### src/rtl/clk_gate_pkg.sv
// Purpose : shared types and sizing helpers for the clock-gate enable controller.
// Contents: cg_state_e FSM encoding, cg_width() counter sizing, default wake-counter width.
// Ports   : none (package).
package clk_gate_pkg;

    typedef enum logic [1:0] {
        ST_OFF   = 2'd0,
        ST_WAKE  = 2'd1,
        ST_ON    = 2'd2,
        ST_DRAIN = 2'd3
    } cg_state_e;

    // Bits needed to hold any value 0..max.
    function automatic int cg_width(input int max);
        return (max < 1) ? 1 : $clog2(max + 1);
    endfunction

    localparam int WAKE_CYCLES_DEF = 2;
    localparam int WAKE_CNT_W      = cg_width(WAKE_CYCLES_DEF);

endpackage

### src/rtl/cg_cnt.sv
// Purpose : small load/clear/increment/decrement counter with a terminal-count flag.
// Ports   : clk_i/rst_i (sync active-high), clr_i > ld_i > inc_i > dec_i priority,
//           ld_val_i load value, tc_o high while the count equals TC_VAL.
// Notes   : saturates at MAX_VAL on increment and at 0 on decrement.
module cg_cnt #(
    parameter int W       = 2,
    parameter int MAX_VAL = 3,
    parameter int TC_VAL  = 0
) (
    input  logic         clk_i,
    input  logic         rst_i,
    input  logic         clr_i,
    input  logic         ld_i,
    input  logic [W-1:0] ld_val_i,
    input  logic         inc_i,
    input  logic         dec_i,
    output logic         tc_o
);

    logic [W-1:0] cnt_q;
    logic [W-1:0] cnt_d;

    always_comb begin
        cnt_d = cnt_q;
        if (clr_i) begin
            cnt_d = '0;
        end else if (ld_i) begin
            cnt_d = ld_val_i;
        end else if (inc_i && (cnt_q != W'(MAX_VAL))) begin
            cnt_d = cnt_q + 1'b1;
        end else if (dec_i && (cnt_q != '0)) begin
            cnt_d = cnt_q - 1'b1;
        end
    end

    always_ff @(posedge clk_i) begin
        if (rst_i) begin
            cnt_q <= '0;
        end else begin
            cnt_q <= cnt_d;
        end
    end

    assign tc_o = (cnt_q == W'(TC_VAL));

endmodule

### src/rtl/clk_gate_ctrl.sv
// Purpose : drives the enable of a latch+AND clock gate; wakes the downstream domain on
//           request, flags when its clock is usable, and gates it off after an idle period.
// Ports   : clk_i/rst_i ungated clock + sync active-high reset; req_i/busy_i/force_on_i
//           activity inputs; clk_en_o gate enable, ready_o domain usable, wake_cnt_o wake count.
// Notes   : every output is a flop, so no input reaches an output combinationally.
module clk_gate_ctrl
    import clk_gate_pkg::*;
#(
    parameter int IDLE_CYCLES = 8,
    parameter int WAKE_CYCLES = 2
) (
    input  logic       clk_i,
    input  logic       rst_i,
    input  logic       req_i,
    input  logic       busy_i,
    input  logic       force_on_i,
    output logic       clk_en_o,
    output logic       ready_o,
    output logic [7:0] wake_cnt_o
);

    localparam int WW = cg_width(WAKE_CYCLES);
    localparam int IW = cg_width(IDLE_CYCLES);

    cg_state_e state_q;
    cg_state_e state_d;
    logic      clk_en_q;
    logic      ready_q;
    logic [7:0] wake_cnt_q;

    logic act;
    logic wake;
    logic w_ld, w_dec, w_zero;
    logic i_clr, i_inc, i_tc;
    logic wc_inc;

    // busy_i keeps a running domain alive but cannot start a stopped one.
    assign act  = req_i | busy_i | force_on_i;
    assign wake = req_i | force_on_i;

    // Wake counter: loaded with WAKE_CYCLES-1 on wake, counts down to 0.
    cg_cnt #(
        .W       (WW),
        .MAX_VAL (WAKE_CYCLES - 1),
        .TC_VAL  (0)
    ) u_wake_cnt (
        .clk_i    (clk_i),
        .rst_i    (rst_i),
        .clr_i    (1'b0),
        .ld_i     (w_ld),
        .ld_val_i (WW'(WAKE_CYCLES - 1)),
        .inc_i    (1'b0),
        .dec_i    (w_dec),
        .tc_o     (w_zero)
    );

    // Idle counter: counts consecutive inactive ON cycles up to IDLE_CYCLES-1.
    cg_cnt #(
        .W       (IW),
        .MAX_VAL (IDLE_CYCLES - 1),
        .TC_VAL  (IDLE_CYCLES - 1)
    ) u_idle_cnt (
        .clk_i    (clk_i),
        .rst_i    (rst_i),
        .clr_i    (i_clr),
        .ld_i     (1'b0),
        .ld_val_i ('0),
        .inc_i    (i_inc),
        .dec_i    (1'b0),
        .tc_o     (i_tc)
    );

    always_comb begin
        state_d = state_q;
        w_ld    = 1'b0;
        w_dec   = 1'b0;
        i_clr   = 1'b0;
        i_inc   = 1'b0;
        wc_inc  = 1'b0;
        case (state_q)
            ST_OFF: begin
                if (wake) begin
                    state_d = ST_WAKE;
                    w_ld    = 1'b1;
                    wc_inc  = 1'b1;
                end
            end
            ST_WAKE: begin
                // Inputs are ignored here: a started wake always completes.
                if (w_zero) begin
                    state_d = ST_ON;
                    i_clr   = 1'b1;
                end else begin
                    w_dec = 1'b1;
                end
            end
            ST_ON: begin
                // Activity at terminal count wins over going to DRAIN.
                if (act) begin
                    i_clr = 1'b1;
                end else if (i_tc) begin
                    state_d = ST_DRAIN;
                end else begin
                    i_inc = 1'b1;
                end
            end
            ST_DRAIN: begin
                // Clock is still running, so a return to ON needs no wake delay.
                if (act) begin
                    state_d = ST_ON;
                    i_clr   = 1'b1;
                end else begin
                    state_d = ST_OFF;
                end
            end
            default: begin
                state_d = ST_OFF;
            end
        endcase
    end

    // Outputs are registered from the next state so they track state_q exactly.
    always_ff @(posedge clk_i) begin
        if (rst_i) begin
            state_q    <= ST_OFF;
            clk_en_q   <= 1'b0;
            ready_q    <= 1'b0;
            wake_cnt_q <= 8'd0;
        end else begin
            state_q  <= state_d;
            clk_en_q <= (state_d != ST_OFF);
            ready_q  <= (state_d == ST_ON);
            if (wc_inc) begin
                wake_cnt_q <= wake_cnt_q + 8'd1;
            end
        end
    end

    assign clk_en_o   = clk_en_q;
    assign ready_o    = ready_q;
    assign wake_cnt_o = wake_cnt_q;

endmodule

### config.mk
export PLATFORM = sky130hd
export DESIGN_NAME = clk_gate_ctrl
export DESIGN_NICKNAME = d
export VERILOG_FILES = /design/src/rtl/clk_gate_pkg.sv /design/src/rtl/cg_cnt.sv /design/src/rtl/clk_gate_ctrl.sv
export SDC_FILE = /design/constraint.sdc
export NUM_CORES = 1
export LEC_CHECK = 0
export BUFFER_PORTS_ARGS = -buffer_cell sky130_fd_sc_hd__buf_2
export CELL_PAD_IN_SITES_DETAIL_PLACEMENT = 1
export CELL_PAD_IN_SITES_GLOBAL_PLACEMENT = 1
export CORE_UTILIZATION = 43
export CTS_CLUSTER_SIZE = 30
export DETAILED_ROUTE_END_ITERATION = 8
export PLACE_DENSITY_LB_ADDON = 0.1
export RECOVER_POWER = 100
export SLEW_MARGIN = 20
export SYNTH_ARGS = -nofsm -noshare
export SYNTH_HDL_FRONTEND = slang
export SYNTH_SLANG_ARGS = --single-unit
### constraint.sdc
create_clock -name clk_i -period 3.3 [get_ports clk_i]
set_input_delay 0.33 -clock clk_i [delete_from_list [all_inputs] [get_ports clk_i]]
set_output_delay 0.33 -clock clk_i [all_outputs]
set_load 0.05 [all_outputs]
==> results of run 1 <==
## cells in the mapped netlist (all sizes together), types with 3 or more instances
cell	count
a21oi	9
and2	3
buf	3
dfxtp	18
ha	3
nand2	9
nand3	4
nand3b	3
nand4	6
nor2	10
o21ai	3
xor2	8
## power by group
part	internal, uW	total, uW	switching, uW
Combinational	35.0	119	83.7
Clock	42.5	106	63.3
Sequential	234	253	18.4
Total	312	477	165
## final timing paths
kind,end,slack [ns],cells after the start
worst max-delay path,wake_cnt_o[7],1.51,4
worst min-delay path,state_q[0],0.38,2
worst max register to register,wake_cnt_o[7],1.51,4
worst min register to register,u_idle_cnt.cnt_q[1],0.48,2
## through the flow
step                      power (uW)  hold WS, ns  cells
after global routing           501.6       0.3953    136
final                          477.1       0.3809    136
after floorplan                366.0       0.3991     98
after global placement         384.4       0.4614    133
after detailed placement       388.9       0.4757    133
after CTS                      494.2       0.3789    136
## cell families (layout without fill, tap and decap cells)
logic type | Yosys count | count (layout) | share of synthesized area, %
AO/OA/AOI/OAI | 16 | 16 | 10.57
XOR/XNOR | 9 | 9 | 9.001
adder cells (fa/ha/maj) | 3 | 3 | 4.286
buffers and inverters | 6 | 19 | 4.285
flip-flops | 18 | 18 | 41.14
AND/OR/NAND/NOR | 46 | 46 | 30.72
## metal layers
metal | wire length [um] | part of all wire, % | vias to the layer above | GRT usage, %
li1 | - | - | 372 | -
met1 | 846 | 48 | 319 | 21.23
met2 | 838 | 48 | 13 | 32.22
met3 | 44 | 2.5 | 5 | 3.846
met4 | 30 | 1.7 | 0 | 9.714
met5 | 0 | 0 | - | 0
## sequential cells by signal, summed over array words and instances (netlist names)
signal	count
clk_en_o	1
ready_o	1
state_q	2
u_idle_cnt.cnt_q	4
u_wake_cnt.cnt_q	2
wake_cnt_o	8
## placed cells by master (no fill, tap or decap), types with 2 or more instances in the layout
cell type,Yosys,routed
xor2_1,8,8
nor2_1,9,10
buf_2,0,4
nand2_1,8,8
inv_1,2,2
nor3b_1,2,2
nand4_1,6,6
a21oi_1,9,9
ha_1,3,3
clkbuf_4,0,3
a211oi_1,2,2
and3_1,2,2
nor3_1,2,2
dfxtp_1,18,18
and2_1,3,2
o21ai_0,3,3
clkbuf_1,1,10
nand3_1,4,4
nand3b_1,3,3
## layout make-up
| type | count | area, um^2 |
|---|---|---|
| Fill cell | 253 | 879.6 |
| Multi-Input combinational cell | 74 | 461.7 |
| Sequential cell | 18 | 360.3 |
| Timing Repair Buffer | 14 | 57.56 |
| Tap cell | 25 | 31.28 |
| Clock buffer | 3 | 22.52 |
| Inverter | 2 | 7.507 |
==> flow_summary.json, run 1 <==
{
  "outcome": "finished, final reports clean",
  "endpoint_kind": "register",
  "slew_headroom_pct": 56.85,
  "hold_start": "rst_i",
  "rsz0062_at_grt": "false",
  "cts_resized": 0,
  "grt_max_degree": 16,
  "cts_hold_buf": 0,
  "synthCells": 98,
  "htreeDepth": 1,
  "hp-class": "input port to register",
  "pwr_density_cell_nw_per_um2": 507.1,
  "syn_avg_cell_area_um2": 8.937,
  "drc_errors": 0,
  "cap_violations": 0,
  "yosys_warnings": 0,
  "dr.pass1.iters": 4,
  "r2r_start": "state_q[0]",
  "finalNetCount": 121,
  "gr-total-overflow": 0,
  "totalWireLength_mm": 1.761,
  "min_period_ns": 1.787,
  "root_buffer": "clkbuf_4",
  "stdcell_area_um2": 940.9,
  "cts_tree": "yes",
  "wl_per_cell_um": 12.95,
  "crit_path_top_delay_cell": "nor2_1",
  "ios": 15,
  "drtIter0Drc": 10,
  "grt_pass1_wl_mm": 2.856,
  "numCtsBuffers": 3,
  "worst_setup_path_start_kind": "register",
  "cts_setup_buffers": 0,
  "post-route-util_pct": 51.68,
  "cp.required_ns": 3.52,
  "final.setup.tns_ns": 0,
  "crit_path_start": "state_q[0]",
  "max_freq_ghz": 0.5597,
  "dp_slack_ns": 1.791,
  "clk_pin_slew_ns": 0.10,
  "crit_chain": "nor2_1 -> nand2_4 -> or4_1 -> a21oi_1",
  "drtAntennaViolNets": 0,
  "synth_area_um2": 875.8,
  "ctsLongestPathBuffers": 2,
  "ys_seq_area_share_pct": 41.14,
  "cp_max_fo": 9,
  "core_um2": 1821,
  "ys.flop_type": "dfxtp_1",
  "start_util_pct": 48.11,
  "skew_ns": 0.008647,
  "clk_latency_ns": 0.29,
  "synth_edf_count": 0,
  "async_flop_share_pct": 0,
  "grt_pass1_vias": 691,
  "crit_arrival_ns": 2.01,
  "area_growth_pct": 7.429,
  "netlist.area_leader.share_pct": 41.14,
  "setup_ws_ns": 1.513,
  "critical_path.max_stage_delay_ns": 0.53,
  "synth_area_leaders": "dfxtp_1 41%, xor2_1 8.0%, a21oi_1 5.1%, ha_1 4.3%, nand4_1 4.3%",
  "synthesis.nets": 106,
  "critical_path_class": "register to register",
  "path_delay_family": "simple AND/OR/NAND/NOR gates",
  "drive_gt1_share_pct": 9.009,
  "cts_sinks": 18,
  "vias": 709,
  "slew_violations": 0,
  "setup_viol": 0,
  "dpl-instance-area_um2": 947.2,
  "place.gp.congestion": 0.7211,
  "ys_ff_latch": 18,
  "die_h_um": 47.13,
  "row_count": 15,
  "fin_crit_sh_pct": 54.15,
  "leakage_uw": 0.0003462,
  "vias_per_cell": 5.213,
  "max_slew.worst_pin.slew_ns": 0.6448,
  "yosysTopAreaCell": "dfxtp_1",
  "finalHoldViolCount": 0,
  "n_antenna_cell": 0,
  "ir_drop_uv": 303.6,
  "dp_hpwl_mm": 1.350,
  "port-buffer-count": 14,
  "die_w_um": 47.13,
  "worst-path-buf-inv": 0,
  "die_area_um2": 2221,
  "grtUsageTotal_pct": 18.51,
  "yosysUniqueCellTypes": 29,
  "antenna_found_initial": 0
}
Power figures use the tool's default switching activity.
==> run 2, diff against run 1 <==
CORE_UTILIZATION = 40   (was 43)
clock period = 1.68 ns   (was 3.3 ns; I/O delays follow)
==> flow_summary.json, run 2 (synthesized netlist as in run 1, its figures left out) <==
{
  "outcome": "finished, final reports clean",
  "finalHoldViolCount": 0,
  "port-buffer-count": 14,
  "seq_area_um2": 360.3,
  "cts_hold_buf": 0,
  "dpl-instance-area_um2": 957.2,
  "setup_viol": 0,
  "cap_violations": 0,
  "post-route-util_pct": 49.00,
  "grt_max_degree": 16,
  "clk_pin_slew_ns": 0.11,
  "vias_per_cell": 5.393,
  "drc_errors": 0,
  "grtUsageTotal_pct": 16.91,
  "critical_path_class": "register to register",
  "max_slew.worst_pin.slew_ns": 0.5947,
  "hold_path_depth": 2,
  "min_period_ns": 1.468,
  "clk_latency_ns": 0.30,
  "path_delay_family": "simple AND/OR/NAND/NOR gates",
  "max_freq_ghz": 0.6814,
  "stdcell_area_um2": 980.9,
  "dp_hpwl_mm": 1.369,
  "crit_arrival_ns": 1.71,
  "worst_setup_path_start_kind": "register",
  "slew_headroom_pct": 60.52,
  "vias": 755,
  "cts_tree": "yes",
  "row_count": 16,
  "core_um2": 2002,
  "htreeDepth": 1,
  "die_w_um": 48.80,
  "crit_chain": "nor2_8 -> nand2_4 -> or4_1 -> a21oi_1",
  "final_common_cell": "dfxtp_1",
  "die_h_um": 48.80,
  "root_buffer": "clkbuf_4",
  "reg2regPathDepth": 4,
  "cp_max_fo": 9,
  "start_util_pct": 43.75,
  "setup_ws_ns": 0.2124,
  "multi_input_area_um2": 478.0,
  "cts_resized": 0,
  "r2r_setup_slack_ns": 0.21,
  "wl_per_cell_um": 12.97,
  "dp_slack_ns": 0.2224,
  "pwr_density_cell_nw_per_um2": 1040,
  "most-common-layout-cells": "18 x dfxtp_1, 10 x clkbuf_1, 9 x a21oi_1, 9 x nor2_1",
  "drtAntennaViolNets": 0,
  "cp.required_ns": 1.92,
  "grt_pass1_wl_mm": 3.036,
  "gr-total-overflow": 0,
  "area_growth_pct": 12.00,
  "die_area_um2": 2381,
  "critical_path.max_stage_delay_ns": 0.52,
  "numCtsBuffers": 3,
  "drive_gt1_share_pct": 11.50,
  "worst-path-buf-inv": 0,
  "crit_path_top_delay_cell": "or4_1",
  "grt_pass1_vias": 743,
  "rsz0062_at_grt": "false",
  "leakage_uw": 0.0003654,
  "ctsLongestPathBuffers": 2,
  "cts_setup_buffers": 0,
  "hp-class": "input port to register",
  "place.gp.congestion": 0.7532,
  "skew_ns": 0.006264,
  "antenna_found_initial": 0,
  "finalNetCount": 122,
  "slew_violations": 0,
  "drtIter0Drc": 5,
  "dr.pass1.iters": 4,
  "final.setup.tns_ns": 0,
  "num-fill-cells": 268,
  "ir_drop_uv": 563.9,
  "totalWireLength_mm": 1.816,
  "n_antenna_cell": 0,
  "hold_slack_ns": 0.2005,
  "largest_reg_flops": 8,
  "endpoint_kind": "register",
  "cts_sinks": 18,
  "cp_num_cells": 4,
  "ios": 15,
  "fin_crit_sh_pct": 87.36
}
-- run 2: where the power goes --
| part | switching, uW | internal, uW |
|---|---|---|
| clock network | 140 | 132 |
| registers | 44.3 | 460 |
| logic | 166 | 76.5 |
| total | 351 | 669 |
-- run 2: worst register-to-register path, delay by kind of cell (launching register included) --
family,cells,cell delay (ns)
AOI/OAI and AO/OA,1,0.15
DFF,1,0.43
and+or+nand+nor,3,0.84
-- run 2: final timing paths --
path                                           from             endpoint
worst max-delay path                     state_q[1]        wake_cnt_o[7]
worst min-delay path                          rst_i        wake_cnt_o[0]
worst max register to register           state_q[1]        wake_cnt_o[7]
worst min register to register  u_idle_cnt.cnt_q[1]  u_idle_cnt.cnt_q[1]
-- run 2: metrics by stage --
| step | power [uW] | std cells |
|---|---|---|
| global placement | 761.3 | 136 |
| floorplan | 718.8 | 98 |
| finish | 1020 | 140 |
| detailed placement | 765.4 | 136 |
| global route | 1074 | 140 |
| CTS | 1038 | 140 |
-- run 2: routing by layer --
metal / routed length, um / share of wire [%] / GRT usage, % / vias up
li1: - / - / - / 372
met1: 796 / 44 / 17.28 / 358
met2: 880 / 48 / 30.79 / 21
met3: 88 / 4.8 / 3.115 / 4
met4: 51 / 2.8 / 11.76 / 0
met5: 0 / 0 / 0 / -
-- run 2: layout make-up --
| class | instances | share of cell area, % |
|---|---|---|
| multi-input cells | 74 | 48.72 |
| inverters | 2 | 0.7653 |
| repair buffers | 15 | 6.633 |
| flip-flops and latches | 18 | 36.73 |
| well taps | 27 | 3.444 |
| clock buffers | 4 | 3.699 |
==> run 3, diff against run 2 <==
ABC_AREA = 1   (was not set)
CORE_UTILIZATION = 37   (was 40)
CTS_BUF_LIST = sky130_fd_sc_hd__clkbuf_16   (was not set)
==> flow_summary.json, run 3 <==
{
  "leakage_uw": 0.0004825,
  "numCtsBuffers": 3,
  "drtIter0Drc": 9,
  "vias": 809,
  "finalHoldViolCount": 0,
  "slew_violations": 0,
  "synthMuxAreaShare_pct": 0,
  "netlist.area_leader.share_pct": 41.32,
  "outcome": "finished, final reports clean",
  "drive_gt1_share_pct": 7.092,
  "antenna_found_initial": 0,
  "dp_hpwl_mm": 1.530,
  "start_util_pct": 39.42,
  "clk_latency_ns": 0.25,
  "synth_edf_count": 0,
  "num-fill-cells": 296,
  "htreeDepth": 1,
  "synth_compound_area_share_pct": 8.178,
  "gr-total-overflow": 0,
  "setup_ws_ns": 0.2928,
  "cts_setup_buffers": 0,
  "dr.pass1.iters": 2,
  "port-buffer-count": 14,
  "synth_area_leaders": "dfxtp_1 41%, nand2_1 13%, inv_1 9.0%, nor2_1 6.5%, nand3_1 5.2%",
  "grtUsageTotal_pct": 18.81,
  "cts_sinks": 18,
  "yosys_warnings": 0,
  "place.gp.congestion": 0.7130,
  "rsz0062_at_grt": "false",
  "ir_drop_uv": 725.0,
  "r2r_setup_slack_ns": 0.29,
  "clk_pin_slew_ns": 0.05,
  "hold_slack_ns": 0.1078,
  "min_period_ns": 1.387,
  "die_h_um": 50.55,
  "grt_pass1_wl_mm": 3.415,
  "max_freq_ghz": 0.7209,
  "place_inst": 166,
  "ios": 15,
  "p_sw_share_pct": 29.22,
  "synth_fa_ha_area_share_pct": 4.304,
  "die_area_um2": 2555,
  "root_buffer": "clkbuf_16",
  "grt_max_degree": 13,
  "wl_per_cell_um": 11.85,
  "synthCells": 125,
  "fin_cells": 169,
  "setup_viol": 0,
  "final.setup.tns_ns": 0,
  "largest_reg_flops": 8,
  "critical_path_class": "register to register",
  "synthSimpleGateAreaFrac_pct": 34.58,
  "synth_commonest_cells": "31 x nand2_1, 21 x inv_1, 18 x dfxtp_1",
  "pwr_density_cell_nw_per_um2": 1149,
  "synth_top_family_by_area": "simple AND/OR/NAND/NOR gates",
  "n_antenna_cell": 0,
  "p_int_uw": 822.9,
  "synthesis.nets": 133,
  "ys.flop_type": "dfxtp_1",
  "grt_pass1_vias": 803,
  "seqPwrFrac_pct": 41.5,
  "cts_tree": "yes",
  "cts_resized": 0,
  "async_flop_share_pct": 0,
  "synth_xor_area_share_pct": 2.009,
  "fin_crit_sh_pct": 82.57,
  "synth_area_um2": 872.1,
  "cap_violations": 0,
  "yosysUniqueCellTypes": 18,
  "hp-class": "input port to register",
  "cp_max_fo": 6,
  "clkPwrFrac_pct": 40.6,
  "yosysTopAreaCell": "dfxtp_1",
  "cp.required_ns": 1.83,
  "ys_ff_latch": 18,
  "totalWireLength_mm": 2.003,
  "die_w_um": 50.55,
  "drc_errors": 0,
  "worst_setup_path_start_kind": "register",
  "syn_avg_cell_area_um2": 6.977,
  "row_count": 17,
  "cts_hold_buf": 0,
  "drtAntennaViolNets": 0,
  "skew_ns": 0.003134,
  "power.share.combinational_pct": 17.9,
  "area_growth_pct": 16.07,
  "most-common-layout-cells": "32 x nand2_1, 21 x inv_1, 19 x nor2_1",
  "synth_most_common_cell": "nand2_1",
  "p_sw_uw": 339.7,
  "crit_arrival_ns": 1.53,
  "final_common_cell": "nand2_1",
  "slew_headroom_pct": 60.51,
  "ys_seq_area_share_pct": 41.32,
  "dp_slack_ns": 0.4025,
  "finalNetCount": 151,
  "post-route-util_pct": 45.76,
  "ctsLongestPathBuffers": 2,
  "core_um2": 2212,
  "max_slew.worst_pin.slew_ns": 0.5949,
  "vias_per_cell": 4.787,
  "endpoint_kind": "register"
}
-- run 3: cell count changes after synthesis, sizes merged, moves of 3 or more --
cell,before,now
and2,3,0
inv,2,21
nand2,9,32
nand3,4,10
nand3b,3,0
nand4,6,2
nor2,10,21
o21ai,3,6
xor2,8,2
-- run 3: worst max-delay path, cell delays in order (launching register included) --
cell	delay, ns
dfxtp_1	0.35
nor2_1	0.16
nand2_1	0.17
nor2_1	0.35
nand4_1	0.13
nand2_1	0.08
nor2_1	0.05
-- run 3: layout make-up --
| cell class | count | area (um^2) | share of cell area [%] |
|---|---|---|---|
| clock buffer | 3 | 75.07 | 7.417 |
| inverter | 21 | 78.83 | 7.787 |
| multi-input combinational | 85 | 405.4 | 40.05 |
| tap | 28 | 35.03 | 3.461 |
| timing repair buffer | 14 | 57.56 | 5.686 |
| sequential | 18 | 360.3 | 35.60 |
-- run 3: path summary, 6_finish.rpt --
| path | start | cells after the start | to |
|---|---|---|---|
| max | state_q[1] | 6 | wake_cnt_o[7] |
| min | rst_i | 2 | wake_cnt_o[3] |
| max reg2reg | state_q[1] | 6 | wake_cnt_o[7] |
| min reg2reg | u_idle_cnt.cnt_q[3] | 2 | u_idle_cnt.cnt_q[3] |
-- run 3: through the flow --
step                      area, um^2  power (uW)
final                           1012        1163
after global routing            1012        1223
after CTS                       1047        1191
after detailed placement       972.2       715.3
after global placement         972.2       709.8
after floorplan                872.1       662.3
-- run 3: cells by family after synthesis --
logic type                 Yosys count
DFF                                 18
AOI/OAI and AO/OA                   14
buffers and inverters               22
and+or+nand+nor                     66
adders and majority gates            3
xor gates and xnor gates             2
-- run 3: power by group through the flow --
| stage | registers [uW] | logic, uW | clock network, uW |
|---|---|---|---|
| 5_1_grt | 486 | 233 | 504 |
| 6_report | 482 | 208 | 472 |
| 3_3_place_gp | 490 | 219 | 0 |
| 2_1_floorplan | 553 | 110 | 0 |
| 4_1_cts | 483 | 226 | 483 |
| 3_5_place_dp | 491 | 224 | 0 |
-- run 3: per-layer routing --
| layer | track usage [%] | part of all wire (%) | up-vias |
|---|---|---|---|
| met2 | 32.67 | 51 | 10 |
| met3 | 6.364 | 3.5 | 4 |
| met5 | 0 | 0 | - |
| met1 | 19.41 | 43 | 372 |
| li1 | - | - | 423 |
| met4 | 11.11 | 2.3 | 0 |
